`src/rtl/sva_stim_gen.sv`:
```
// Stimulus generator for "!a ##1 (!a && !b)[*0:$] ##1 b" checkers: divides sys_clk into gclk,
// plays commanded patterns on a/b and reports the expected verdict. Optional: SVA_STIM_LFSR_EN.
module sva_stim_gen #(
   parameter int unsigned DIV        = 4,
   parameter int unsigned LEN_W      = 8,
   parameter int unsigned GRST_BEATS = 2
) (
   input  logic             sys_clk,
   input  logic             sys_rst_n,
   input  logic             start,
   input  logic             cmd_valid,
   output logic             cmd_ready,
   input  logic [1:0]       cmd_kind,
   input  logic [LEN_W-1:0] cmd_len,
   input  logic             cmd_rand,
   output logic             gclk,
   output logic             grst,
   output logic             a,
   output logic             b,
   output logic             busy,
   output logic             exp_valid,
   output logic             exp_succ,
   output logic             exp_fail
);

   localparam int unsigned DIV_W = 8;
   localparam int unsigned GB_W  = (GRST_BEATS > 2) ? $clog2(GRST_BEATS) : 1;

   typedef enum logic [2:0] {
      S_IDLE, S_RST, S_READY, S_HEAD, S_WAIT, S_TAIL, S_VERDICT
   } state_t;

   typedef enum logic [1:0] {
      K_PASS = 2'd0, K_FAIL_S1 = 2'd1, K_FAIL_S0 = 2'd2, K_PASS_ALT = 2'd3
   } kind_t;

   state_t             state_q, state_d;
   kind_t              kind_q, kind_d;
   logic [DIV_W-1:0]   div_q, div_d;
   logic [LEN_W-1:0]   cnt_q, cnt_d;
   logic [GB_W-1:0]    gcnt_q, gcnt_d;
   logic               gclk_q, gclk_d;
   logic               grst_q, grst_d;
   logic               a_q, a_d;
   logic               b_q, b_d;
   logic               pend_q, pend_d;
   logic               exp_valid_q, exp_valid_d;
   logic               exp_succ_q, exp_succ_d;
   logic               exp_fail_q, exp_fail_d;
   logic               wrap, fall, hs;
   logic [LEN_W-1:0]   len_sel;

`ifdef SVA_STIM_LFSR_EN
   // Fibonacci form, taps 16,14,13,11 (shift right, feedback into bit 15); requires LEN_W <= 16.
   logic [15:0] lfsr_q, lfsr_d;

   always_comb begin
      lfsr_d  = {lfsr_q[0] ^ lfsr_q[2] ^ lfsr_q[3] ^ lfsr_q[5], lfsr_q[15:1]};
      len_sel = cmd_rand ? lfsr_q[LEN_W-1:0] : cmd_len;
   end

   always_ff @(posedge sys_clk or negedge sys_rst_n) begin
      if (!sys_rst_n) lfsr_q <= 16'hACE1;
      else            lfsr_q <= lfsr_d;
   end
`else
   logic unused_cmd_rand;

   always_comb begin
      len_sel         = cmd_len;
      unused_cmd_rand = cmd_rand;
   end
`endif

   always_comb begin
      wrap      = (div_q == DIV_W'(DIV - 1));
      fall      = wrap && gclk_q;
      div_d     = wrap ? '0 : div_q + 1'b1;
      gclk_d    = wrap ? ~gclk_q : gclk_q;
      cmd_ready = (state_q == S_READY) && !pend_q;
      busy      = (state_q != S_IDLE) && (state_q != S_READY);
      hs        = cmd_valid && cmd_ready;

      state_d     = state_q;
      kind_d      = kind_q;
      cnt_d       = cnt_q;
      gcnt_d      = gcnt_q;
      grst_d      = grst_q;
      a_d         = a_q;
      b_d         = b_q;
      pend_d      = pend_q;
      exp_valid_d = 1'b0;
      exp_succ_d  = 1'b0;
      exp_fail_d  = 1'b0;

      unique case (state_q)
         S_IDLE: begin
            a_d    = 1'b0;
            b_d    = 1'b0;
            grst_d = 1'b0;
            if (start) state_d = S_RST;
         end
         S_RST: begin
            if (fall) begin
               if (!grst_q) begin
                  grst_d = 1'b1;
                  gcnt_d = '0;
               end else if (gcnt_q == GB_W'(GRST_BEATS - 1)) begin
                  grst_d  = 1'b0;
                  pend_d  = 1'b0;
                  state_d = S_READY;
               end else begin
                  gcnt_d = gcnt_q + 1'b1;
               end
            end
         end
         S_READY: begin
            if (start) begin
               pend_d  = 1'b0;
               state_d = S_RST;
            end else if (hs) begin
               // A command taken on a fall edge waits for the following fall to start.
               pend_d = 1'b1;
               kind_d = kind_t'(cmd_kind);
               cnt_d  = len_sel;
            end else if (fall && pend_q) begin
               pend_d  = 1'b0;
               state_d = S_HEAD;
               a_d     = (kind_q == K_FAIL_S0);
               b_d     = 1'b0;
            end
         end
         S_HEAD: begin
            if (fall) begin
               if (kind_q == K_FAIL_S0) begin
                  state_d     = S_VERDICT;
                  a_d         = 1'b0;
                  b_d         = 1'b0;
                  exp_valid_d = 1'b1;
                  exp_fail_d  = 1'b1;
               end else if (cnt_q == '0) begin
                  state_d = S_TAIL;
                  a_d     = (kind_q == K_FAIL_S1);
                  b_d     = (kind_q != K_FAIL_S1);
               end else begin
                  state_d = S_WAIT;
                  a_d     = 1'b0;
                  b_d     = 1'b0;
               end
            end
         end
         S_WAIT: begin
            if (fall) begin
               if (cnt_q <= LEN_W'(1)) begin
                  state_d = S_TAIL;
                  a_d     = (kind_q == K_FAIL_S1);
                  b_d     = (kind_q != K_FAIL_S1);
               end else begin
                  cnt_d = cnt_q - 1'b1;
               end
            end
         end
         S_TAIL: begin
            if (fall) begin
               state_d     = S_VERDICT;
               a_d         = 1'b0;
               b_d         = 1'b0;
               exp_valid_d = 1'b1;
               exp_succ_d  = (kind_q != K_FAIL_S1);
               exp_fail_d  = (kind_q == K_FAIL_S1);
            end
         end
         S_VERDICT: state_d = S_READY;
         default:   state_d = S_IDLE;
      endcase

      // Abort overrides any in-flight pattern, including its verdict.
      if (start && busy && (state_q != S_RST)) begin
         state_d     = S_RST;
         a_d         = 1'b0;
         b_d         = 1'b0;
         grst_d      = 1'b0;
         exp_valid_d = 1'b0;
         exp_succ_d  = 1'b0;
         exp_fail_d  = 1'b0;
      end
   end

   always_ff @(posedge sys_clk or negedge sys_rst_n) begin
      if (!sys_rst_n) begin
         state_q     <= S_IDLE;
         kind_q      <= K_PASS;
         div_q       <= '0;
         cnt_q       <= '0;
         gcnt_q      <= '0;
         gclk_q      <= 1'b0;
         grst_q      <= 1'b0;
         a_q         <= 1'b0;
         b_q         <= 1'b0;
         pend_q      <= 1'b0;
         exp_valid_q <= 1'b0;
         exp_succ_q  <= 1'b0;
         exp_fail_q  <= 1'b0;
      end else begin
         state_q     <= state_d;
         kind_q      <= kind_d;
         div_q       <= div_d;
         cnt_q       <= cnt_d;
         gcnt_q      <= gcnt_d;
         gclk_q      <= gclk_d;
         grst_q      <= grst_d;
         a_q         <= a_d;
         b_q         <= b_d;
         pend_q      <= pend_d;
         exp_valid_q <= exp_valid_d;
         exp_succ_q  <= exp_succ_d;
         exp_fail_q  <= exp_fail_d;
      end
   end

   always_comb begin
      gclk      = gclk_q;
      grst      = grst_q;
      a         = a_q;
      b         = b_q;
      exp_valid = exp_valid_q;
      exp_succ  = exp_succ_q;
      exp_fail  = exp_fail_q;
   end

endmodule

```
`config.mk`:
```
export PLATFORM = sky130hd
export DESIGN_NAME = sva_stim_gen
export DESIGN_NICKNAME = d
export VERILOG_FILES = /design/src/rtl/sva_stim_gen.sv
export SDC_FILE = /design/constraint.sdc
export NUM_CORES = 1
export LEC_CHECK = 0
export ABC_CLOCK_PERIOD_IN_PS = 4900
export BUFFER_PORTS_ARGS = -buffer_cell sky130_fd_sc_hd__buf_2
export CORE_MARGIN = 8
export CORE_UTILIZATION = 55
export CTS_CLUSTER_DIAMETER = 40
export DETAILED_ROUTE_END_ITERATION = 10
export HOLD_SLACK_MARGIN = 0.08
export PLACE_DENSITY_LB_ADDON = 0.12
export SYNTH_ARGS = -nofsm -noshare
export SYNTH_HDL_FRONTEND = slang
export SYNTH_SLANG_ARGS = --single-unit
```
`constraint.sdc`:
```
create_clock -name sys_clk -period 4.9 [get_ports sys_clk]
set_clock_uncertainty 0.2 [all_clocks]
set_input_delay 0.98 -clock sys_clk [delete_from_list [all_inputs] [get_ports sys_clk]]
set_output_delay 0.98 -clock sys_clk [all_outputs]
set_load 0.01 [all_outputs]
```
Word-level counts from Yosys, hierarchy flattened
Cells that the tools add are included.
{"block": "totals", "output_inout_bits": 9, "register_bits": 30, "in_bits": 15, "wordCells": 140}
{"block": "op_classes", "n_lt_le_gt_ge": 1, "mux": 66, "reduce_logical": 22, "addsub": 3, "bitwise": 2, "n_eq_ne": 33}
{"op": "$mux W1", "count": 40}
{"op": "$mux W8", "count": 5}
{"op": "$mux W3", "count": 12}
{"op": "$ne A3 B3 Y1 const B", "count": 8}
{"op": "$pmux W3 S7", "count": 1}
{"op": "$pmux W8 S2", "count": 1}
{"op": "$ne A2 B2 Y1 const B", "count": 7}
{"op": "$pmux W1 S5", "count": 2}
{"op": "$reduce_and A10 Y1", "count": 1}
{"op": "$reduce_and A5 Y1", "count": 2}
{"op": "$eq A3 B3 Y1 const B", "count": 3}
{"op": "$ne A3 B2 Y1 const B", "count": 3}
{"op": "$add A8 B1 Y8 const B", "count": 1}
{"op": "$eq A8 B2 Y1 const B", "count": 1}
{"op": "$le A8 B1 Y1 const B", "count": 1}
{"op": "$logic_not A8 Y1", "count": 1}
{"op": "$ne A4 B3 Y1 const B", "count": 2}
{"op": "$pmux W1 S2", "count": 4}
{"op": "$reduce_and A8 Y1", "count": 1}
{"op": "$sub A8 B1 Y8 const B", "count": 1}
{"op": "$logic_and A1 B1 Y1", "count": 7}
{"op": "$eq A3 B2 Y1 const B", "count": 2}
{"op": "$ne A3 B1 Y1 const B", "count": 2}
{"op": "$reduce_bool A3 Y1", "count": 2}
{"op": "other kinds (14)", "count": 17}

Logic depth before layout (Yosys ltp)
Gate-level depths: netlist of run 1.
{"block": "logic_depth", "depth_word": 8, "mapped_depth": 7, "ltp_nobuf": 6}

Least setup slack after synthesis of run 1
Ideal clock, no wire load.
{"block": "synth_timing", "path_type": "input port to flip-flop", "startpoint": "input port start", "endpoint": "register cnt_q[2]", "arrival_ns": 2.176, "setup_ns": 0.127, "path_slack_ns": 2.398, "path_buffers": 2, "required_ns": 4.573, "path_stages": 6, "cell_sequence": "clkbuf_1 -> nor2_1 -> nand4b_1 -> clkbuf_1 -> a22oi_1 -> o2bb2a_1"}
{"block": "synth_between", "elab_chain_len": 2}
{"element": "start: declaration", "line_no": "10", "text": "input logic start,"}
{"element": "$ne A2 B2 Y1 (no line)"}
{"element": "$reduce_and A5 Y1 (no line)"}
{"element": "end signal: assignment", "line_no": "208", "text": "cnt_q <= cnt_d;"}
{"element": "end: declaration", "line_no": "40", "text": "logic [LEN_W-1:0] cnt_q, cnt_d;"}
Every way passes these cells.
A chain may end at the register's enable or synchronous reset.

Worst setup path after layout of run 1
{"block": "layout_timing", "startpoint": "register state_q[2]", "endpoint": "register b_q (netlist: b)"}
{"block": "layout_between", "elab_chain_len": 6, "word_cells_on_any_way": 24, "classes_between": "eq/ne (13); mux (2); reduce/logical (9)"}
{"element": "start: declaration", "line_no": "37", "text": "state_t state_q, state_d;"}
{"element": "start signal: assignment", "line_no": "205", "text": "state_q <= state_d;"}
{"element": "$ne A3 B2 Y1 or $reduce_bool A3 Y1 (tied branches)", "line_no": "81", "text": "busy = (state_q != S_IDLE) && (state_q != S_READY);"}
{"element": "$logic_and A1 B1 Y1", "line_no": "81"}
{"element": "$logic_and A1 B1 Y1 (2 in series)", "line_no": "178", "text": "if (start && busy && (state_q != S_RST)) begin"}
{"element": "$ne A3 B1 Y1 (no line), or another cell as far along"}
{"element": "$reduce_and A8 Y1 (no line)"}
{"element": "end signal: assignment", "line_no": "199", "text": "b_q <= 1'b0;"}
{"element": "end signal: assignment", "line_no": "213", "text": "b_q <= b_d;"}
{"element": "end: declaration", "line_no": "45", "text": "logic b_q, b_d;"}
Parallel ways exist; a longest one is shown, timed or not.

==> results of run 1 <==
[sequential cells by signal, summed over array words and instances, names as in the netlist, 2 cells and up]
| name | cells |
|---|---|
| state_q | 3 |
| kind_q | 2 |
| cnt_q | 8 |
| div_q | 8 |
[kinds of logic (layout without fill, tap and decap cells)]
| logic type | Yosys count | after routing |
|---|---|---|
| AO/OA/AOI/OAI | 52 | 52 |
| buffers and inverters | 21 | 39 |
| flip-flops | 30 | 30 |
| XOR/XNOR | 7 | 7 |
| AND/OR/NAND/NOR | 76 | 76 |
| multiplexers | 7 | 7 |
| adder cells (fa/ha/maj) | 3 | 3 |
[cell usage in the layout (no fill, tap or decap), types with 3 or more instances in the layout]
master,synthesis,layout
o21ai_0,7,7
a2bb2oi_1,3,3
o221ai_1,3,3
a22oi_1,6,6
clkbuf_4,0,5
xnor2_1,6,6
ha_1,3,3
nor2b_1,4,4
or3b_2,3,3
nand2b_1,5,5
a21oi_1,7,7
nand3_1,10,10
inv_1,7,7
mux2_2,5,5
nor2_1,6,6
nor3_1,6,6
buf_2,0,22
and3_1,3,3
nand2_1,14,14
nand4_1,6,6
dfrtp_1,30,30
o22ai_1,5,5
nor3b_1,4,4
[power breakdown]
part,internal (uW),switching (uW),leakage (uW)
Sequential,307,116,0.000385
Combinational,158,161,0.000458
Clock,69.4,87.0,0.0000353
[final timing paths]
kind | startpoint | end | slack, ns | depth (start not counted)
max | state_q[2]$_DFFE_PN0P_ | b$_DFFE_PN0P_ | 1.97 | 4
min | div_q[0]$_DFF_PN0_ | div_q[0]$_DFF_PN0_ | 0.28 | 1
max reg2reg | state_q[2]$_DFFE_PN0P_ | b$_DFFE_PN0P_ | 1.97 | 4
min reg2reg | div_q[0]$_DFF_PN0_ | div_q[0]$_DFF_PN0_ | 0.28 | 1
max in group asynchronous | sys_rst_n | exp_fail$_DFF_PN0_ | 3.58 | 1
min in group asynchronous | sys_rst_n | div_q[4]$_DFF_PN0_ | 0.48 | 1
[stage by stage]
stage	worst slack [ns]	std cells	hold slack, ns	power, uW
finish	1.97	260	0.282	898
global route	1.81	260	0.328	968
CTS	2.00	260	0.293	899
detailed placement	1.99	252	0.280	740
global placement	2.03	252	0.264	725
floorplan	2.40	196	0.242	655
[layout make-up]
cell class / count / area share [%]
multi-input cells: 145 / 50.4
inverters: 7 / 1.28
clock inverters: 1 / 0.243
clock buffers: 7 / 2.68
flip-flops and latches: 30 / 36.5
well taps: 46 / 2.80
repair buffers: 24 / 6.08
[layer usage]
layer  vias to the layer above  part of all wire [%]
met3                         8                   7.5
met1                       781                    44
li1                        777                     -
met5                         -                     0
met2                        64                    47
met4                         0                   1.5
==> flow_summary_export.csv, run 1 <==
group,metric,value,unit
synth,synth_top_area_share,40.3,%
final_layout,antenna_cells,0,
clocking,clkSinkCount,30,
global_route,grt_use_met3,5.39,%
global_route,grt_pass1_vias,1585,
detailed_routing,drt_iter0_drc,124,
synth,synth_area_leaders,"dfrtp_1 (40%), mux2_2 (3.0%), clkbuf_1 (2.8%), nand2_1 (2.8%), xnor2_1 (2.8%)",
clocking,cts_max_path_buffers,2,
worst_setup_path,cp.required,4.92,ns
detailed_routing,routed_wirelength,4300,um
power_and_ir_drop,p_leak,0.000878,uW
timing,setup_viol,0,
synth,ys_types,51,
place,port_buffers,22,
synth,synth_fa_ha_area_share,2.02,%
synth,synth_most_common_cell,"dfrtp_1",
run,maxCapViolCount,0,
synth,synth-seq-area-share,40.3,%
clocking,post_cts_buffers,0,
synth,netlist_instances,196,
floorplanning,ioPinCount,24,
synth,yosys-top-cells-count,"dfrtp_1 (30), clkbuf_1 (14), nand2_1 (14), nand3_1 (10)",
synth,synth_top_family_by_area,"simple AND/OR/NAND/NOR gates",
clocking,cts_root_buffer,"clkbuf_4",
timing,worstMarginPinSlew,0.989,ns
clocking,cts-hold-fix-buffers,0,
place,dpl-instance-area,0.00200,mm2
timing,relSlewSlack,33.8,%
synth,ys_warn_count,0,
final_layout,fillCellCount,297,
final_layout,multi_input_area,0.00104,mm2
power_and_ir_drop,p_per_area,437,mW/mm2
timing,slew_violations,0,
detailed_routing,ant_nets,0,
clocking,cts_resized,0,
timing,fmax,0.341,GHz
clocking,cts_tree,"built",
floorplanning,core_area,0.00328,mm2
timing,period_share,59.8,%
synth,synth_mux_area_share,4.10,%
synth,syn_area,0.00186,mm2
synth,synth-seq-cells,30,
worst_setup_path,cp_max_fo,20,
final_layout,areaGrowthSynthToFinish,10.6,%
global_route,overflow,0,
synth,synth_compound_area_share,21.9,%
clocking,cts-htree-levels,2,
global_route,grt_use_met1,21.3,%
synth,synth_fp_nets,214,
place,dp_hpwl,2970,um
outcome,status,"completed",
global_route,grt_busiest_layer,"met2",
global_route,grt_pass1_wl,7250,um
synth,synth_enable_flop_cells,0,
detailed_routing,remaining_drc_errors,0,
detailed_routing,post_drt_via_cell_ratio,6.27,
floorplanning,die_w,74.2,um
detailed_routing,vias,1630,
timing,rsz0062_at_grt,"no",
final_layout,seq_area,751,um2
floorplanning,die_y,74.2,um
worst_setup_path,path_class,"reg2reg",
worst_setup_path,max_stage_delay,0.90,ns
timing,final.min_clock_period,2.93,ns
floorplanning,rows,21,
floorplanning,die-area,0.00550,mm2
clocking,worstSkewPairLatency,0.33,ns
detailed_routing,first_pass_iters,4,
worst_setup_path,end_kind,"flop",
worst_setup_path,crit_arrival,2.95,ns
timing,tns,0,ns
synth,async_reset_ff_share,100,%
final_layout,fin_util,62.6,%
global_route,grt_max_degree,31,
global_route,use_met2,25.6,%
worst_setup_path,startpoint_type,"flop",
final_layout,drive_gt1_share,22.4,%
floorplanning,start_util,56.6,%
timing,finalHoldViolations,0,
synth,yosys.area_share.simple,24.1,%
place,routabilityCongestion,0.832,
clocking,clk_pin_slew,0.09,ns
worst_setup_path,path_delay_family,"simple AND/OR/NAND/NOR gates",
power_and_ir_drop,max-vdd-ir-drop,265,uV
worst_setup_path,critPathBufInv,0,
detailed_routing,post_drt_wl_per_cell,16.5,um
global_route,grtUsageTotal,17.0,%
final_layout,design_area,0.00206,mm2
synth,synth_area_per_cell,9.49,um2
clocking,numCtsBuffers,5,
synth,synthXorXnorAreaFrac,3.30,%
worst_setup_path,crit_slowest_cell,"nor3b_2",
worst_hold_path,holdCritPathClass,"reg2reg",
global_route,antenna_found_initial,0,
worst_setup_path,worstPathCellList,"nor3b_2 > o41ai_4 > o221ai_2 > mux2_2",
synth,synthFlopType,"dfrtp_1",
final_layout,nets,231,
synth,synth_largest_area_cell,"dfrtp_1",
Power figures use the tool's default switching activity.
==> run 2, diff against run 1 <==
Settings changed: ABC_AREA set to 1, ABC_CLOCK_PERIOD_IN_PS 4900 to 2600, CORE_UTILIZATION 55 to 52.
Clock period 4.9 ns to 2.6 ns, I/O delays scaled along.
==> flow_summary_export.csv, run 2 <==
group,metric,value,unit
outcome,status,"completed",
timing,final.min_clock_period,2.34,ns
power_and_ir_drop,p_leak,0.00115,uW
clocking,clk_pin_slew,0.10,ns
final_layout,top_regs,"cnt_q (8), div_q (8), state_q (3)",
synth,ys_types,31,
worst_hold_path,holdCritPathClass,"in2reg",
detailed_routing,first_pass_iters,4,
clocking,cts-htree-levels,2,
place,dp_hpwl,2930,um
worst_hold_path,whs_path_depth,3,
synth,synth_area_per_cell,6.94,um2
floorplanning,start_util,54.7,%
timing,fmax,0.427,GHz
clocking,numCtsBuffers,5,
place,routabilityCongestion,0.885,
power_and_ir_drop,p_per_area,913,mW/mm2
global_route,grt_busiest_layer,"met2",
final_layout,final_cell_mix,"nand2_1 (72), inv_1 (39), dfrtp_1 (30)",
synth,ys_warn_count,0,
worst_setup_path,cp.required,1.88,ns
final_layout,design_area,0.00207,mm2
timing,period_share,90.1,%
floorplanning,rows,21,
final_layout,areaGrowthSynthToFinish,11.7,%
worst_setup_path,r2r_cells,9,
global_route,overflow,0,
worst_setup_path,r2r_end,"cnt_q[6]$_DFFE_PN0P_",
timing,worstMarginPinSlew,0.668,ns
power_and_ir_drop,power_frac_seq,36.5,%
clocking,cts_resized,0,
synth,synth-seq-cells,30,
worst_setup_path,startpoint_type,"flop",
synth,synth_top_area_share,40.5,%
global_route,antenna_found_initial,0,
detailed_routing,ant_nets,0,
global_route,grt_max_degree,31,
synth,synth_area_leaders,"dfrtp_1 (41%), nand2_1 (15%), inv_1 (7.9%), nor2_1 (5.9%), nand3_1 (5.1%)",
clocking,cts_tree,"built",
floorplanning,die_y,75.7,um
worst_hold_path,hold_start,"cmd_kind[1]",
floorplanning,core_area,0.00339,mm2
worst_setup_path,crit_slowest_cell,"dfrtp_1",
detailed_routing,post_drt_via_cell_ratio,4.99,
timing,slew_violations,0,
detailed_routing,post_drt_wl_per_cell,11.2,um
floorplanning,die_w,75.7,um
timing,rsz0062_at_grt,"no",
worst_setup_path,path_class,"reg2out",
power_and_ir_drop,clockPowerShare,15.5,%
clocking,worstSkewPairLatency,0.33,ns
synth,synth-seq-area-share,40.5,%
detailed_routing,remaining_drc_errors,0,
global_route,use_met2,24.4,%
clocking,clkSinkCount,30,
power_and_ir_drop,switching_share,45.4,%
clocking,cts_max_path_buffers,2,
power_and_ir_drop,max-vdd-ir-drop,403,uV
timing,relSlewSlack,55.5,%
worst_setup_path,critPathBufInv,3,
worst_hold_path,hold_path_end,"kind_q[1]$_DFFE_PN0P_",
synth,synth_most_common_cell,"nand2_1",
worst_setup_path,cp_max_fo,7,
timing,setup_viol,0,
clocking,cts_root_buffer,"clkbuf_4",
global_route,grtUsageTotal,15.2,%
global_route,grt_use_met1,19.4,%
power_and_ir_drop,netSwitchingPower,857,uW
synth,synthFlopType,"dfrtp_1",
timing,tns,0,ns
worst_setup_path,r2r_slack,0.48,ns
timing,finalHoldViolations,0,
power_and_ir_drop,finalPower,1890,uW
worst_setup_path,end_kind,"primary output",
power_and_ir_drop,p_comb_share,48.0,%
worst_setup_path,reg2reg_from,"state_q[1]$_DFFE_PN0P_",
final_layout,nets,312,
floorplanning,ioPinCount,24,
synth,synth_largest_area_cell,"dfrtp_1",
worst_setup_path,path_delay_family,"flip-flops",
synth,syn_area,0.00185,mm2
global_route,grt_pass1_vias,1614,
place,dpl-instance-area,0.00200,mm2
final_layout,fillCellCount,334,
floorplanning,die-area,0.00573,mm2
synth,async_reset_ff_share,100,%
synth,synth_enable_flop_cells,0,
final_layout,drive_gt1_share,17.6,%
worst_setup_path,max_stage_delay,0.50,ns
detailed_routing,drt_iter0_drc,111,
final_layout,antenna_cells,0,
place,port_buffers,22,
worst_setup_path,crit_arrival,1.62,ns
synth,netlist_instances,267,
global_route,grt_pass1_wl,6750,um
synth,yosys-top-cells-count,"nand2_1 (72), inv_1 (39), dfrtp_1 (30), nor2_1 (29), nand3_1 (19)",
detailed_routing,vias,1700,
worst_setup_path,worstPathCellList,"inv_2 > nand2_2 > nor2_2 > nand2_1 > inv_1 > buf_2",
synth,synth_fp_nets,285,
final_layout,layout_commonest_cell,"nand2_1",
detailed_routing,routed_wirelength,3820,um
power_and_ir_drop,p_int,1030,uW
run,maxCapViolCount,0,
global_route,grt_use_met3,3.95,%
-- run 2: changes by cell type after synthesis, moves of 6 or more --
cell	previous run	this run
clkbuf_1	14	0
nor2_1	6	29
inv_1	7	39
xnor2_1	6	0
nand3_1	10	19
inv_2	0	7
o21ai_0	7	18
a22oi_1	6	0
nand2_1	14	72
-- run 2: layer usage --
layer / up-vias / wire length [um]
li1: 898 / -
met1: 748 / 1800
met2: 50 / 1680
met3: 4 / 291
met4: 0 / 40
met5: - / 0
-- run 2: stage by stage --
stage | instances | worst slack (ns) | hold slack [ns] | util (%)
detailed placement | 332 | 0.501 | 0.250 | 59.0
floorplan | 267 | 0.882 | 0.0244 | -
finish | 341 | 0.257 | 0.198 | 61.1
CTS | 341 | 0.276 | 0.189 | 61.1
global placement | 332 | 0.503 | 0.244 | 59.0
global route | 341 | 0.154 | 0.214 | 61.1
-- run 2: worst max path at each step --
stage                           start                    to  slack [ns]  depth (start not counted)
6_report       state_q[2]$_DFFE_PN0P_             cmd_ready        0.26                          6
5_1_grt        state_q[2]$_DFFE_PN0P_             cmd_ready        0.15                          6
4_1_cts        state_q[2]$_DFFE_PN0P_             cmd_ready        0.28                          6
3_5_place_dp   state_q[1]$_DFFE_PN0P_  cnt_q[6]$_DFFE_PN0P_        0.50                          9
3_3_place_gp   state_q[1]$_DFFE_PN0P_  cnt_q[6]$_DFFE_PN0P_        0.50                          9
2_1_floorplan  state_q[2]$_DFFE_PN0P_             cmd_ready        0.88                          5
-- run 2: kinds of logic after synthesis --
kind of cell               after synthesis  share of synthesized area, %
DFF                                     30                          40.5
AOI/OAI and AO/OA                       40                          12.0
adders and majority gates                3                          2.03
buffers and inverters                   50                          10.7
and+or+nand+nor                        141                          33.4
xor gates and xnor gates                 3                          1.42
-- run 2: repair_timing --
item / CTS / global route
setup buffers: 0 / 0
hold buffers: 1 / 0
setup endpoints to repair: 0 / 0
hold endpoints to repair: 30 / 0
-- run 2: area by class of cell --
class                           instances  area, um2  share of cell area, %
Clock buffer                            7       55.1                   2.66
Clock inverter                          1       5.00                  0.242
Inverter                               47        178                   8.59
Multi-Input combinational cell        187        903                   43.7
Sequential cell                        30        751                   36.3
Tap cell                               46       57.6                   2.78
Timing Repair Buffer                   23        120                   5.80
-- run 2: worst register-to-register path, cell delays in order, from the launching register on --
cell	delay (ns)
dfrtp_1	0.43
inv_1	0.17
nand3_2	0.29
inv_2	0.28
nand2_1	0.12
nand2_2	0.09
nand2_4	0.07
clkinv_2	0.14
nand2_1	0.07
a21o_1	0.15
-- run 2: power by group through the flow --
stage               combinational, uW  clock (uW)  sequential (uW)
floorplan                         713           0              684
global placement                  892           0              696
detailed placement                902           0              696
CTS                               906         301              687
global route                     1050         319              705
finish                            907         292              690
